[src/rtl/nmi2apb_bridge_if.sv]
// Bus bundle between the SoC decoder, nmi2apb_bridge and its APB slave.
// The bridge connects through 'master' (it masters APB); the system side uses 'slave'.
interface nmi2apb_bridge_if;
  logic        nmi_valid;
  logic [31:0] nmi_addr;
  logic [31:0] nmi_wdata;
  logic [3:0]  nmi_wstrb;
  logic [31:0] nmi_rdata;
  logic        nmi_ready;

  logic [31:0] apb_paddr;
  logic [2:0]  apb_pprot;
  logic        apb_psel;
  logic        apb_penable;
  logic        apb_pwrite;
  logic [31:0] apb_pwdata;
  logic [3:0]  apb_pstrb;
  logic [31:0] apb_prdata;
  logic        apb_pready;
  logic        apb_pslverr;

  modport master (
    input  nmi_valid, nmi_addr, nmi_wdata, nmi_wstrb,
    output nmi_rdata, nmi_ready,
    output apb_paddr, apb_pprot, apb_psel, apb_penable, apb_pwrite, apb_pwdata, apb_pstrb,
    input  apb_prdata, apb_pready, apb_pslverr
  );

  modport slave (
    output nmi_valid, nmi_addr, nmi_wdata, nmi_wstrb,
    input  nmi_rdata, nmi_ready,
    input  apb_paddr, apb_pprot, apb_psel, apb_penable, apb_pwrite, apb_pwdata, apb_pstrb,
    output apb_prdata, apb_pready, apb_pslverr
  );
endinterface

[src/rtl/nmi2apb_bridge.sv]
// NMI-to-APB bridge: one APB transfer per NMI request, registered outputs, sticky error flag.
// Define APB_TIMEOUT_EN to add the ACCESS-phase wait-state timeout.
module nmi2apb_bridge #(
  parameter int unsigned TIMEOUT_CYCLES = 255,
  parameter logic [31:0] ERR_RDATA      = 32'hDEAD_BEEF
) (
  input  logic                    clk_i,
  input  logic                    rst_n_i,
  nmi2apb_bridge_if.master        bus,
  input  logic                    err_clr_i,
  output logic                    err_o
);

  if (TIMEOUT_CYCLES < 1 || TIMEOUT_CYCLES > 65535) begin : g_bad_timeout
    $error("nmi2apb_bridge: TIMEOUT_CYCLES must be within 1..65535");
  end

  typedef enum logic [1:0] {IDLE, SETUP, ACCESS, DONE} state_e;

  typedef struct packed {
    logic [31:0] paddr;
    logic [31:0] pwdata;
    logic [3:0]  pstrb;
    logic        pwrite;
    logic        psel;
    logic        penable;
    logic [31:0] rdata;
    logic        ready;
    logic        err;
  } regs_t;

  state_e state_q, state_d;
  regs_t  r_q, r_d;
  logic   end_xfer, end_err;

`ifdef APB_TIMEOUT_EN
  localparam logic [15:0] TimeoutLast = 16'(TIMEOUT_CYCLES - 1);
  logic [15:0] cnt_q, cnt_d;
`endif

  always_comb begin
    // NOTE: every signal assigned here gets a default first, so no path can infer a latch.
    state_d    = state_q;
    r_d        = r_q;
    r_d.ready  = 1'b0;
    r_d.rdata  = '0;
    r_d.err    = r_q.err & ~err_clr_i;
    end_xfer   = 1'b0;
    end_err    = 1'b0;
`ifdef APB_TIMEOUT_EN
    cnt_d      = cnt_q;
`endif

    unique case (state_q)
      IDLE: if (bus.nmi_valid) begin
        r_d.paddr   = bus.nmi_addr;
        r_d.pwdata  = bus.nmi_wdata;
        r_d.pwrite  = |bus.nmi_wstrb;
        // An all-zero strobe is a read, so the raw strobe already reads as 0.
        r_d.pstrb   = bus.nmi_wstrb;
        r_d.psel    = 1'b1;
        r_d.penable = 1'b0;
        state_d     = SETUP;
`ifdef APB_TIMEOUT_EN
        cnt_d       = '0;
`endif
      end
      SETUP: begin
        r_d.penable = 1'b1;
        state_d     = ACCESS;
      end
      ACCESS: begin
        if (bus.apb_pready) begin
          end_xfer = 1'b1;
          end_err  = bus.apb_pslverr;
        end
`ifdef APB_TIMEOUT_EN
        // A pready in the terminal-count cycle wins and completes normally.
        else if (cnt_q == TimeoutLast) begin
          end_xfer = 1'b1;
          end_err  = 1'b1;
        end else begin
          cnt_d = cnt_q + 16'd1;
        end
`endif
      end
      DONE:    state_d = IDLE;
      default: state_d = IDLE;
    endcase

    if (end_xfer) begin
      state_d     = DONE;
      r_d.psel    = 1'b0;
      r_d.penable = 1'b0;
      r_d.ready   = 1'b1;
      r_d.rdata   = r_q.pwrite ? '0 : (end_err ? ERR_RDATA : bus.apb_prdata);
      // Setting the flag overrides a same-cycle clear.
      if (end_err) r_d.err = 1'b1;
    end
  end

  always_ff @(posedge clk_i or negedge rst_n_i) begin
    if (!rst_n_i) begin
      state_q <= IDLE;
      r_q     <= '0;
`ifdef APB_TIMEOUT_EN
      cnt_q   <= '0;
`endif
    end else begin
      // NOTE: state is updated with non-blocking assignments so every register samples pre-edge values.
      state_q <= state_d;
      r_q     <= r_d;
`ifdef APB_TIMEOUT_EN
      cnt_q   <= cnt_d;
`endif
    end
  end

  assign bus.nmi_rdata   = r_q.rdata;
  assign bus.nmi_ready   = r_q.ready;
  assign bus.apb_paddr   = r_q.paddr;
  assign bus.apb_pprot   = 3'b000;
  assign bus.apb_psel    = r_q.psel;
  assign bus.apb_penable = r_q.penable;
  assign bus.apb_pwrite  = r_q.pwrite;
  assign bus.apb_pwdata  = r_q.pwdata;
  assign bus.apb_pstrb   = r_q.pstrb;
  assign err_o           = r_q.err;

endmodule

[src/flat_wrapper.sv]
// flat-port wrapper written by rule: the top's interface ports become plain ports
module nmi2apb_bridge_flat 
#(
  parameter int unsigned TIMEOUT_CYCLES = 255,
  parameter logic [31:0] ERR_RDATA      = 32'hDEAD_BEEF
)
  (clk_i, rst_n_i, err_clr_i, err_o, bus_nmi_valid, bus_nmi_addr, bus_nmi_wdata, bus_nmi_wstrb, bus_nmi_rdata, bus_nmi_ready, bus_apb_paddr, bus_apb_pprot, bus_apb_psel, bus_apb_penable, bus_apb_pwrite, bus_apb_pwdata, bus_apb_pstrb, bus_apb_prdata, bus_apb_pready, bus_apb_pslverr);
  nmi2apb_bridge_if bus_i ();
  input  logic clk_i;
  input  logic rst_n_i;
  input  logic err_clr_i;
  output logic err_o;
  input wire logic [$bits(bus_i.nmi_valid)-1:0] bus_nmi_valid;
  input wire logic [$bits(bus_i.nmi_addr)-1:0] bus_nmi_addr;
  input wire logic [$bits(bus_i.nmi_wdata)-1:0] bus_nmi_wdata;
  input wire logic [$bits(bus_i.nmi_wstrb)-1:0] bus_nmi_wstrb;
  output wire logic [$bits(bus_i.nmi_rdata)-1:0] bus_nmi_rdata;
  output wire logic [$bits(bus_i.nmi_ready)-1:0] bus_nmi_ready;
  output wire logic [$bits(bus_i.apb_paddr)-1:0] bus_apb_paddr;
  output wire logic [$bits(bus_i.apb_pprot)-1:0] bus_apb_pprot;
  output wire logic [$bits(bus_i.apb_psel)-1:0] bus_apb_psel;
  output wire logic [$bits(bus_i.apb_penable)-1:0] bus_apb_penable;
  output wire logic [$bits(bus_i.apb_pwrite)-1:0] bus_apb_pwrite;
  output wire logic [$bits(bus_i.apb_pwdata)-1:0] bus_apb_pwdata;
  output wire logic [$bits(bus_i.apb_pstrb)-1:0] bus_apb_pstrb;
  input wire logic [$bits(bus_i.apb_prdata)-1:0] bus_apb_prdata;
  input wire logic [$bits(bus_i.apb_pready)-1:0] bus_apb_pready;
  input wire logic [$bits(bus_i.apb_pslverr)-1:0] bus_apb_pslverr;
  assign bus_i.nmi_valid = bus_nmi_valid;
  assign bus_i.nmi_addr = bus_nmi_addr;
  assign bus_i.nmi_wdata = bus_nmi_wdata;
  assign bus_i.nmi_wstrb = bus_nmi_wstrb;
  assign bus_nmi_rdata = bus_i.nmi_rdata;
  assign bus_nmi_ready = bus_i.nmi_ready;
  assign bus_apb_paddr = bus_i.apb_paddr;
  assign bus_apb_pprot = bus_i.apb_pprot;
  assign bus_apb_psel = bus_i.apb_psel;
  assign bus_apb_penable = bus_i.apb_penable;
  assign bus_apb_pwrite = bus_i.apb_pwrite;
  assign bus_apb_pwdata = bus_i.apb_pwdata;
  assign bus_apb_pstrb = bus_i.apb_pstrb;
  assign bus_i.apb_prdata = bus_apb_prdata;
  assign bus_i.apb_pready = bus_apb_pready;
  assign bus_i.apb_pslverr = bus_apb_pslverr;
  nmi2apb_bridge #(.TIMEOUT_CYCLES(TIMEOUT_CYCLES), .ERR_RDATA(ERR_RDATA)) u_core (.clk_i(clk_i), .rst_n_i(rst_n_i), .bus(bus_i), .err_clr_i(err_clr_i), .err_o(err_o));
endmodule
[config.mk]
export PLATFORM = sky130hd
export DESIGN_NAME = nmi2apb_bridge_flat
export DESIGN_NICKNAME = d
export VERILOG_FILES = /design/src/rtl/nmi2apb_bridge_if.sv /design/src/rtl/nmi2apb_bridge.sv /design/src/flat_wrapper.sv
export SDC_FILE = /design/constraint.sdc
export NUM_CORES = 1
export LEC_CHECK = 0
export CORE_MARGIN = 10
export CORE_UTILIZATION = 39
export DETAILED_ROUTE_END_ITERATION = 10
export PLACE_DENSITY_LB_ADDON = 0.15
export RECOVER_POWER = 50
export SYNTH_ARGS = -nofsm -noshare
export SYNTH_HDL_FRONTEND = slang
export SYNTH_SLANG_ARGS = --single-unit
[constraint.sdc]
create_clock -name clk_i -period 1.94 [get_ports clk_i]
set_input_delay 0.388 -clock clk_i [delete_from_list [all_inputs] [get_ports clk_i]]
set_output_delay 0.388 -clock clk_i [all_outputs]
set_load 0.005 [all_outputs]
After elaboration in Yosys (flattened, before gate mapping)
Index checks and enable logic that the tools add are counted.
{"block": "op_classes", "eq_ne": 4, "muxes": 14, "bitwise": 2, "n_reduce_logical": 10}
{"op": "$mux W32", "count": 2}
{"op": "$mux W36", "count": 1}
{"op": "$reduce_and A2 Y1", "count": 4}
{"op": "$mux W1", "count": 6}
{"op": "$mux W2", "count": 3}
{"op": "$pmux W2 S3", "count": 1}
{"op": "$eq A2 B2 Y1 const B", "count": 2}
{"op": "$reduce_bool A2 Y1", "count": 2}
{"op": "$reduce_bool A4 Y1", "count": 1}
{"op": "$reduce_or A4 Y1", "count": 1}
{"op": "$ne A3 B2 Y1 const B", "count": 1}
{"op": "$reduce_bool A3 Y1", "count": 1}
{"op": "$eq A2 B1 Y1 const B", "count": 1}
{"op": "$logic_not A2 Y1", "count": 1}
{"op": "$pmux W1 S2", "count": 1}
{"op": "$and A1 B1 Y1", "count": 1}
{"op": "$not A1 Y1", "count": 1}
{"block": "totals", "reg_bits": 107, "input_bits": 106, "out_inout_bits": 108, "elab_cells": 40}

Logic depth before layout (Yosys ltp)
Gate-level depths: netlist of the first run.
{"block": "logic_depth", "depth_word": 5, "mapped_depth": 5, "depth_no_buf": 3}

Least setup slack after synthesis of the first run
Ideal clock, no wire load.
{"block": "synth_timing", "path_type": "reg2reg", "startpoint": "register u_core.state_q[0]", "endpoint": "register u_core.r_q, in the netlist u_core.bus.apb_paddr[10]", "setup_time_ns": 0.125, "t_arrival_ns": 1.374, "t_required_ns": 1.815, "slack_ns": 0.441, "stages_incl_launch_ff": 5, "path_buffers": 2, "period_less_slack_ns": 1.499, "cell_sequence": "dfrtp_1 -> buf_6 -> nor3b_4 -> buf_6 -> mux2_2"}
{"block": "synth_between", "elab_chain_cells": 2}
{"element": "from (decl)", "line_no": "nmi2apb_bridge.sv:32", "rtl": "state_e state_q, state_d;"}
{"element": "from (signal assigned)", "line_no": "nmi2apb_bridge.sv:111", "rtl": "state_q <= state_d;"}
{"element": "$logic_not A2 Y1", "line_no": "nmi2apb_bridge.sv:54", "rtl": "unique case (state_q)"}
{"element": "$reduce_and A2 Y1 (no source line)"}
{"element": "to (signal assigned)", "line_no": "nmi2apb_bridge.sv:112", "rtl": "r_q <= r_d;"}
{"element": "to (decl)", "line_no": "nmi2apb_bridge.sv:33", "rtl": "regs_t r_q, r_d;"}
Every way passes these cells.
A chain may end at the register's enable or synchronous reset.

Worst setup path in the final report of the first run
{"block": "layout_timing", "startpoint": "register u_core.r_q, in the netlist u_core.bus.apb_pwrite", "endpoint": "output bus_apb_pwrite"}
{"element": "to (decl)", "line_no": "flat_wrapper.sv:23", "rtl": "output wire logic [$bits(bus_i.apb_pwrite)-1:0] bus_apb_pwrite;"}
No word-level cell between the ends.

==> run_summary.xml, run 1 <==
<?xml version="1.0" encoding="UTF-8"?>
<metrics>
  <group name="logic_synthesis">
    <metric name="edff_count_synth" unit="">0</metric>
    <metric name="ys_seq_elements" unit="">107</metric>
    <metric name="synthCells" unit="">244</metric>
    <metric name="synth_most_common_cell" unit="">sky130_fd_sc_hd__dfrtp_1</metric>
    <metric name="yosys_warnings" unit="">0</metric>
    <metric name="ys_top_cells_by_area" unit="">sky130_fd_sc_hd__dfrtp_1, sky130_fd_sc_hd__mux2_2, sky130_fd_sc_hd__mux2_1</metric>
    <metric name="synth_sequential_area_ratio" unit="">0.680</metric>
    <metric name="netlist_area" unit="sq um">3940</metric>
    <metric name="count_of_unique_library_cells_instantiated_by_yosys" unit="">23</metric>
    <metric name="synth_top_flop_cell" unit="">sky130_fd_sc_hd__dfrtp_1</metric>
    <metric name="yosysTopAreaCellShare" unit="">0.680</metric>
    <metric name="asyncSetResetFlopFracSynth" unit="">1.00</metric>
    <metric name="synth_commonest_cells" unit="">sky130_fd_sc_hd__dfrtp_1, sky130_fd_sc_hd__mux2_2, sky130_fd_sc_hd__o21a_1</metric>
    <metric name="synth_top_cell_by_area" unit="">sky130_fd_sc_hd__dfrtp_1</metric>
    <metric name="post_synthesis_mean_instance_area" unit="sq um">16.1</metric>
  </group>
  <group name="sta">
    <metric name="timing.final.crit_period" unit="ns">1.68</metric>
    <metric name="worst_hold_margin" unit="ns">0.496</metric>
    <metric name="final.setup_skew" unit="ns">0.00911</metric>
    <metric name="clock.fmax" unit="MHz">597</metric>
    <metric name="setup_viol" unit="">0</metric>
    <metric name="rsz0062_at_grt" unit="">no</metric>
    <metric name="final-hold-violation-count" unit="">0</metric>
    <metric name="layout_worst_path_cycle_share" unit="">0.864</metric>
    <metric name="final_critical_path_setup_slack" unit="ns">0.265</metric>
    <metric name="max_slew_margin" unit="">0.538</metric>
    <metric name="final_max_slew_viol_count" unit="">0</metric>
    <metric name="worstMarginPinSlew" unit="ns">0.694</metric>
    <metric name="setup-tns-final" unit="ns">0</metric>
  </group>
  <group name="worst_setup_path">
    <metric name="cp_slowest_cell" unit="">sky130_fd_sc_hd__clkdlybuf4s50_1</metric>
    <metric name="kind_of_critical_path" unit="">reg -&gt; out</metric>
    <metric name="cp-start-kind" unit="">register</metric>
    <metric name="critical_path_capture_point_type" unit="">output pin</metric>
    <metric name="critical_path_depth" unit="">1</metric>
    <metric name="timing.critical_path.required" unit="ns">1.55</metric>
    <metric name="critical_path.n_buffers_inverters" unit="">1</metric>
    <metric name="worst-r2r-cell-count" unit="">4</metric>
    <metric name="critical_path.max_stage_delay" unit="ns">0.54</metric>
    <metric name="critPathArrivalTime" unit="ns">1.29</metric>
    <metric name="critical-path-top-delay-family" unit="">buffers and inverters</metric>
    <metric name="path_max_fanout" unit="">3</metric>
    <metric name="cp_cell_sequence" unit="">clkdlybuf4s50_1</metric>
  </group>
  <group name="cells_and_area">
    <metric name="fin_area" unit="sq um">6410</metric>
    <metric name="layout-drive-gt1-share" unit="">0.163</metric>
    <metric name="syn2layout_area_growth" unit="%">62.8</metric>
    <metric name="finish.cell_count_without_fillers" unit="">600</metric>
    <metric name="layout.core_utilization" unit="">0.653</metric>
    <metric name="diodes" unit="">0</metric>
    <metric name="num-nets-final" unit="">569</metric>
  </group>
  <group name="hold_path">
    <metric name="class_of_the_worst_hold_path" unit="">reg -&gt; reg</metric>
    <metric name="hold-path-cell-count" unit="">1</metric>
  </group>
  <group name="clocking">
    <metric name="clock_tree.buffer_depth" unit="">2</metric>
    <metric name="clock-root-buffer" unit="">sky130_fd_sc_hd__clkbuf_8</metric>
    <metric name="cts_num_sinks" unit="">107</metric>
    <metric name="cts_inserted_buffers" unit="">9</metric>
    <metric name="clock_latency" unit="ns">0.36</metric>
    <metric name="cts.htree.levels" unit="">3</metric>
    <metric name="cts_resized" unit="">0</metric>
    <metric name="cts_tree" unit="">yes</metric>
    <metric name="post_cts_clock_slew_at_the_launch_and_capture_registers_of_the_worst_setup_and_hold_paths" unit="ns">0.10</metric>
  </group>
  <group name="route">
    <metric name="antenna_violating_nets_post_route" unit="">0</metric>
    <metric name="drt_drc_violations_left" unit="">0</metric>
    <metric name="vias_per_cell" unit="">4.63</metric>
    <metric name="first_pass_iters" unit="">4</metric>
    <metric name="route.vias.total" unit="">2777</metric>
    <metric name="dr.first_iter.drc_count" unit="">94</metric>
    <metric name="drt_wl_total" unit="microns">11300</metric>
    <metric name="avgRoutedWirePerCell" unit="microns">18.8</metric>
  </group>
  <group name="place">
    <metric name="placedCellCount" unit="">584</metric>
    <metric name="dpl.hpwl" unit="microns">9100</metric>
    <metric name="placement.cell_area" unit="sq um">6250</metric>
    <metric name="port_buffers" unit="">210</metric>
    <metric name="place.gp.congestion" unit="">0.717</metric>
    <metric name="place_ws" unit="ns">0.0566</metric>
  </group>
  <group name="run">
    <metric name="max-cap-violations" unit="">0</metric>
  </group>
  <group name="floorplan">
    <metric name="floorplan.core_area" unit="sq um">9820</metric>
    <metric name="initial_utilization" unit="">0.401</metric>
    <metric name="fp-row-count" unit="">36</metric>
    <metric name="total_die_area" unit="sq um">14500</metric>
    <metric name="die_w" unit="microns">120</metric>
    <metric name="num_io_pins" unit="">214</metric>
    <metric name="die_h" unit="microns">120</metric>
  </group>
  <group name="global_route">
    <metric name="grt_first_pass_wirelength" unit="microns">17500</metric>
    <metric name="vias_in_the_first_global_route" unit="">3061</metric>
    <metric name="total_grt_overflow" unit="">0</metric>
    <metric name="grt_util_all_layers" unit="">0.155</metric>
    <metric name="number_of_antenna_violations_at_the_first_check_in_global_routing" unit="">0</metric>
    <metric name="grt_max_degree" unit="">46</metric>
  </group>
  <group name="power_and_ir_drop">
    <metric name="switching_share" unit="">0.268</metric>
    <metric name="cell_internal_pwr" unit="mW">5.98</metric>
    <metric name="combPwrFrac" unit="">0.415</metric>
    <metric name="net_switching_power_of_the_design" unit="mW">2.19</metric>
    <metric name="p_total" unit="mW">8.17</metric>
    <metric name="sequential_power_share" unit="">0.425</metric>
    <metric name="portion_of_total_power_attributed_to_the_clock_network" unit="">0.160</metric>
    <metric name="power-per-cell-area" unit="nW/um^2">1280</metric>
    <metric name="leakage_power_figure" unit="nW">2.71</metric>
    <metric name="vdd_ir_drop_max" unit="uV">541</metric>
  </group>
  <group name="run_status">
    <metric name="run_status" unit="">finished clean</metric>
  </group>
</metrics>
==> power by group through the flow <==
stage	Sequential [mW]	Combinational (mW)	Clock, mW
after floorplan	3.56	1.16	0
after global placement	3.51	3.41	0
after detailed placement	3.55	3.49	0
after CTS	3.50	3.51	1.36
after global routing	3.60	3.66	1.44
final	3.47	3.40	1.31
==> flip-flops by register name, indices dropped and copies added (netlist names) <==
signal / cells
u_core.bus.apb_paddr: 32
u_core.bus.apb_pwdata: 32
u_core.bus.nmi_rdata: 32
u_core.bus.apb_pstrb: 4
u_core.state_q: 2
u_core.bus.apb_penable: 1
u_core.bus.apb_psel: 1
u_core.bus.apb_pwrite: 1
u_core.bus.nmi_ready: 1
u_core.err_o: 1
==> cells in the final DEF, fill, tap and decap left out, types with 2 or more instances in the layout <==
| cell | instances |
|---|---|
| sky130_fd_sc_hd__a21oi_1 | 4 |
| sky130_fd_sc_hd__and2_1 | 8 |
| sky130_fd_sc_hd__buf_12 | 6 |
| sky130_fd_sc_hd__buf_4 | 3 |
| sky130_fd_sc_hd__clkbuf_1 | 2 |
| sky130_fd_sc_hd__clkbuf_2 | 2 |
| sky130_fd_sc_hd__clkbuf_8 | 9 |
| sky130_fd_sc_hd__clkdlybuf4s50_1 | 209 |
| sky130_fd_sc_hd__clkinv_2 | 2 |
| sky130_fd_sc_hd__clkinvlp_4 | 2 |
| sky130_fd_sc_hd__conb_1 | 3 |
| sky130_fd_sc_hd__dfrtp_1 | 107 |
| sky130_fd_sc_hd__inv_1 | 2 |
| sky130_fd_sc_hd__mux2_1 | 18 |
| sky130_fd_sc_hd__mux2_2 | 50 |
| sky130_fd_sc_hd__nor2_1 | 2 |
| sky130_fd_sc_hd__o21a_1 | 24 |
| sky130_fd_sc_hd__o21ai_0 | 3 |
==> cell families after synthesis <==
family	after synthesis	share of synthesized area
flip-flops	107	0.680
multiplexers	68	0.194
AO/OA/AOI/OAI	32	0.0569
buffers and inverters	19	0.0372
AND/OR/NAND/NOR	16	0.0286
XOR/XNOR	1	0.00222
other	1	0.000952
==> cell type report <==
class / instances / area [sq um]
clock inverters: 5 / 55.1
clock buffers: 10 / 128
fillers: 789 / 3410
repair buffers: 223 / 2270
inverters: 2 / 7.51
multi-input cells: 120 / 1110
well taps: 133 / 166
flip-flops and latches: 107 / 2680
==> layer usage <==
metal	wire [microns]	vias up	track usage
met1	4440	1370	0.172
li1	-	1265	-
met5	0	-	0
met4	161	0	0.0588
met2	5360	130	0.247
met3	1340	12	0.0824
==> final timing paths <==
path                                              start                       end  slack [ns]
worst max-delay path              u_core.bus.apb_pwrite            bus_apb_pwrite        0.26
worst min-delay path            u_core.bus.apb_pstrb[0]   u_core.bus.apb_pstrb[0]        0.50
max in group asynchronous                       rst_n_i   u_core.bus.nmi_rdata[1]        0.31
min in group asynchronous                       rst_n_i  u_core.bus.apb_paddr[12]        0.59
worst max register to register        u_core.state_q[0]  u_core.bus.apb_paddr[10]        0.29
worst min register to register  u_core.bus.apb_pstrb[0]   u_core.bus.apb_pstrb[0]        0.50
==> what timing repair did <==
| item | 4_1_cts | 5_1_grt |
|---|---|---|
| hold buffers | 1 | 0 |
| buffers inserted | 0 | 0 |
| hold endpoints to repair | 25 | 0 |
(Power assumes the default switching activity.)
==> run 2: changes to the inputs <==
CORE_UTILIZATION = 40   (was 39)
clock period = 1.98 ns   (was 1.94 ns; I/O delays follow)
==> run 2 against run 1 <==
Effect of this change:
- hold slack worse by 0.0072 ns
- routed wire length is 3.0% lower
- non-clock buffer count is 4 lower
- cell count is 0.83% lower
- register-to-register slack better by 0.06 ns
- setup slack better by 0.047 ns
- largest cell class unchanged
==> run_summary.xml, run 2 (synthesis results as in run 1) <==
<?xml version="1.0" encoding="UTF-8"?>
<metrics>
  <group name="place">
    <metric name="dpl.hpwl" unit="microns">8650</metric>
    <metric name="placement.cell_area" unit="sq um">6170</metric>
    <metric name="port_buffers" unit="">210</metric>
    <metric name="place.gp.congestion" unit="">0.691</metric>
  </group>
  <group name="worst_setup_path">
    <metric name="critPathArrivalTime" unit="ns">1.27</metric>
    <metric name="cp_cell_sequence" unit="">clkdlybuf4s50_1</metric>
    <metric name="path_max_fanout" unit="">3</metric>
    <metric name="timing.critical_path.required" unit="ns">1.58</metric>
    <metric name="critical_path_capture_point_type" unit="">output pin</metric>
    <metric name="critical-path-top-delay-family" unit="">buffers and inverters</metric>
    <metric name="critical_path.n_buffers_inverters" unit="">1</metric>
    <metric name="kind_of_critical_path" unit="">reg -&gt; out</metric>
    <metric name="cp_slowest_cell" unit="">sky130_fd_sc_hd__clkdlybuf4s50_1</metric>
    <metric name="cp-start-kind" unit="">register</metric>
    <metric name="critical_path.max_stage_delay" unit="ns">0.55</metric>
  </group>
  <group name="route">
    <metric name="avgRoutedWirePerCell" unit="microns">18.4</metric>
    <metric name="drt_drc_violations_left" unit="">0</metric>
    <metric name="drt_wl_total" unit="microns">11000</metric>
    <metric name="route.vias.total" unit="">2741</metric>
    <metric name="first_pass_iters" unit="">4</metric>
    <metric name="dr.first_iter.drc_count" unit="">57</metric>
    <metric name="antenna_violating_nets_post_route" unit="">0</metric>
    <metric name="vias_per_cell" unit="">4.61</metric>
  </group>
  <group name="global_route">
    <metric name="vias_in_the_first_global_route" unit="">2955</metric>
    <metric name="grt_util_all_layers" unit="">0.153</metric>
    <metric name="number_of_antenna_violations_at_the_first_check_in_global_routing" unit="">0</metric>
    <metric name="total_grt_overflow" unit="">0</metric>
    <metric name="grt_first_pass_wirelength" unit="microns">16900</metric>
    <metric name="grt_max_degree" unit="">46</metric>
  </group>
  <group name="cells_and_area">
    <metric name="final_common_cell" unit="">sky130_fd_sc_hd__clkdlybuf4s50_1</metric>
    <metric name="layout.core_utilization" unit="">0.657</metric>
    <metric name="multi_input_comb_area" unit="sq um">1120</metric>
    <metric name="register_area" unit="sq um">2680</metric>
    <metric name="layout-drive-gt1-share" unit="">0.154</metric>
    <metric name="num-nets-final" unit="">565</metric>
    <metric name="most-common-layout-cells" unit="">sky130_fd_sc_hd__clkdlybuf4s50_1, sky130_fd_sc_hd__dfrtp_1, sky130_fd_sc_hd__mux2_2, sky130_fd_sc_hd__o21a_1, sky130_fd_sc_hd__mux2_1</metric>
    <metric name="diodes" unit="">0</metric>
    <metric name="fin_area" unit="sq um">6370</metric>
    <metric name="n_fill_cell" unit="">749</metric>
    <metric name="syn2layout_area_growth" unit="%">61.6</metric>
  </group>
  <group name="floorplan">
    <metric name="num_io_pins" unit="">214</metric>
    <metric name="die_h" unit="microns">119</metric>
    <metric name="fp-row-count" unit="">36</metric>
    <metric name="die_w" unit="microns">119</metric>
    <metric name="total_die_area" unit="sq um">14200</metric>
    <metric name="floorplan.core_area" unit="sq um">9680</metric>
    <metric name="initial_utilization" unit="">0.407</metric>
  </group>
  <group name="run">
    <metric name="max-cap-violations" unit="">0</metric>
  </group>
  <group name="sta">
    <metric name="layout_worst_path_cycle_share" unit="">0.843</metric>
    <metric name="rsz0062_at_grt" unit="">no</metric>
    <metric name="final_max_slew_viol_count" unit="">0</metric>
    <metric name="worstMarginPinSlew" unit="ns">0.693</metric>
    <metric name="setup_viol" unit="">0</metric>
    <metric name="setup-tns-final" unit="ns">0</metric>
    <metric name="max_slew_margin" unit="">0.538</metric>
    <metric name="clock.fmax" unit="MHz">599</metric>
    <metric name="timing.final.crit_period" unit="ns">1.67</metric>
    <metric name="final.setup_skew" unit="ns">0.00974</metric>
    <metric name="final-hold-violation-count" unit="">0</metric>
  </group>
  <group name="clocking">
    <metric name="cts_num_sinks" unit="">107</metric>
    <metric name="post_cts_clock_slew_at_the_launch_and_capture_registers_of_the_worst_setup_and_hold_paths" unit="ns">0.09</metric>
    <metric name="clock_latency" unit="ns">0.36</metric>
    <metric name="post_cts_setup_driven_buffer_insertion_count" unit="">0</metric>
    <metric name="cts.htree.levels" unit="">3</metric>
    <metric name="clock-root-buffer" unit="">sky130_fd_sc_hd__clkbuf_8</metric>
    <metric name="cts_inserted_buffers" unit="">9</metric>
    <metric name="cts_tree" unit="">yes</metric>
    <metric name="clock_tree.buffer_depth" unit="">2</metric>
    <metric name="cts_resized" unit="">0</metric>
  </group>
  <group name="hold_path">
    <metric name="class_of_the_worst_hold_path" unit="">reg -&gt; reg</metric>
  </group>
  <group name="power_and_ir_drop">
    <metric name="p_total" unit="mW">8.00</metric>
    <metric name="vdd_ir_drop_max" unit="uV">573</metric>
    <metric name="power-per-cell-area" unit="nW/um^2">1260</metric>
    <metric name="leakage_power_figure" unit="nW">2.69</metric>
  </group>
  <group name="run_status">
    <metric name="run_status" unit="">finished clean</metric>
  </group>
</metrics>
-- run 2: worst paths after layout --
| check | slack (ns) | endpoint | cells after the start | from |
|---|---|---|---|---|
| max in group asynchronous | 0.70 | u_core.bus.nmi_rdata[14] | 3 | rst_n_i |
| hold / removal | 0.49 | u_core.bus.apb_paddr[3] | 1 | u_core.bus.apb_paddr[3] |
| min in group asynchronous | 0.60 | u_core.bus.apb_paddr[13] | 2 | rst_n_i |
| setup reg to reg | 0.35 | u_core.bus.apb_paddr[14] | 3 | u_core.state_q[0] |
| setup / recovery | 0.31 | bus_apb_pwrite | 1 | u_core.bus.apb_pwrite |
| hold reg to reg | 0.49 | u_core.bus.apb_paddr[3] | 1 | u_core.bus.apb_paddr[3] |
-- run 2: area by class of cell --
cell class                 instances  share of cell area
clock buffer                      11              0.0206
tap                              133              0.0261
timing repair buffer             219               0.345
sequential                       107               0.421
inverter                           2             0.00118
multi-input combinational        120               0.176
clock inverter                     3              0.0102
-- run 2: layer usage --
| metal | global-route usage | wire length, microns | vias up |
|---|---|---|---|
| met3 | 0.0841 | 1280 | 9 |
| met5 | 0 | 0 | - |
| met2 | 0.239 | 5130 | 130 |
| met4 | 0.0458 | 122 | 0 |
| met1 | 0.176 | 4430 | 1346 |
| li1 | - | - | 1256 |
-- run 2: metrics by stage --
step	hold slack, ns	setup slack, ns	instances
final	0.488	0.311	595
after global routing	0.514	0.224	595
after CTS	0.476	0.270	595
after detailed placement	0.331	0.0213	580
after global placement	0.328	0.0545	580
after floorplan	0.100	0.481	246
-- run 2: timing repair --
action,in CTS,in global routing
hold buffers,1,0
setup endpoints to repair,0,0
endpoints found under the hold margin,23,0
-- run 2: power by group --
group	total, mW	switching, mW	internal [mW]
sequential	3.41	0.416	2.99
clock	1.38	0.678	0.699
combinational	3.21	1.00	2.21
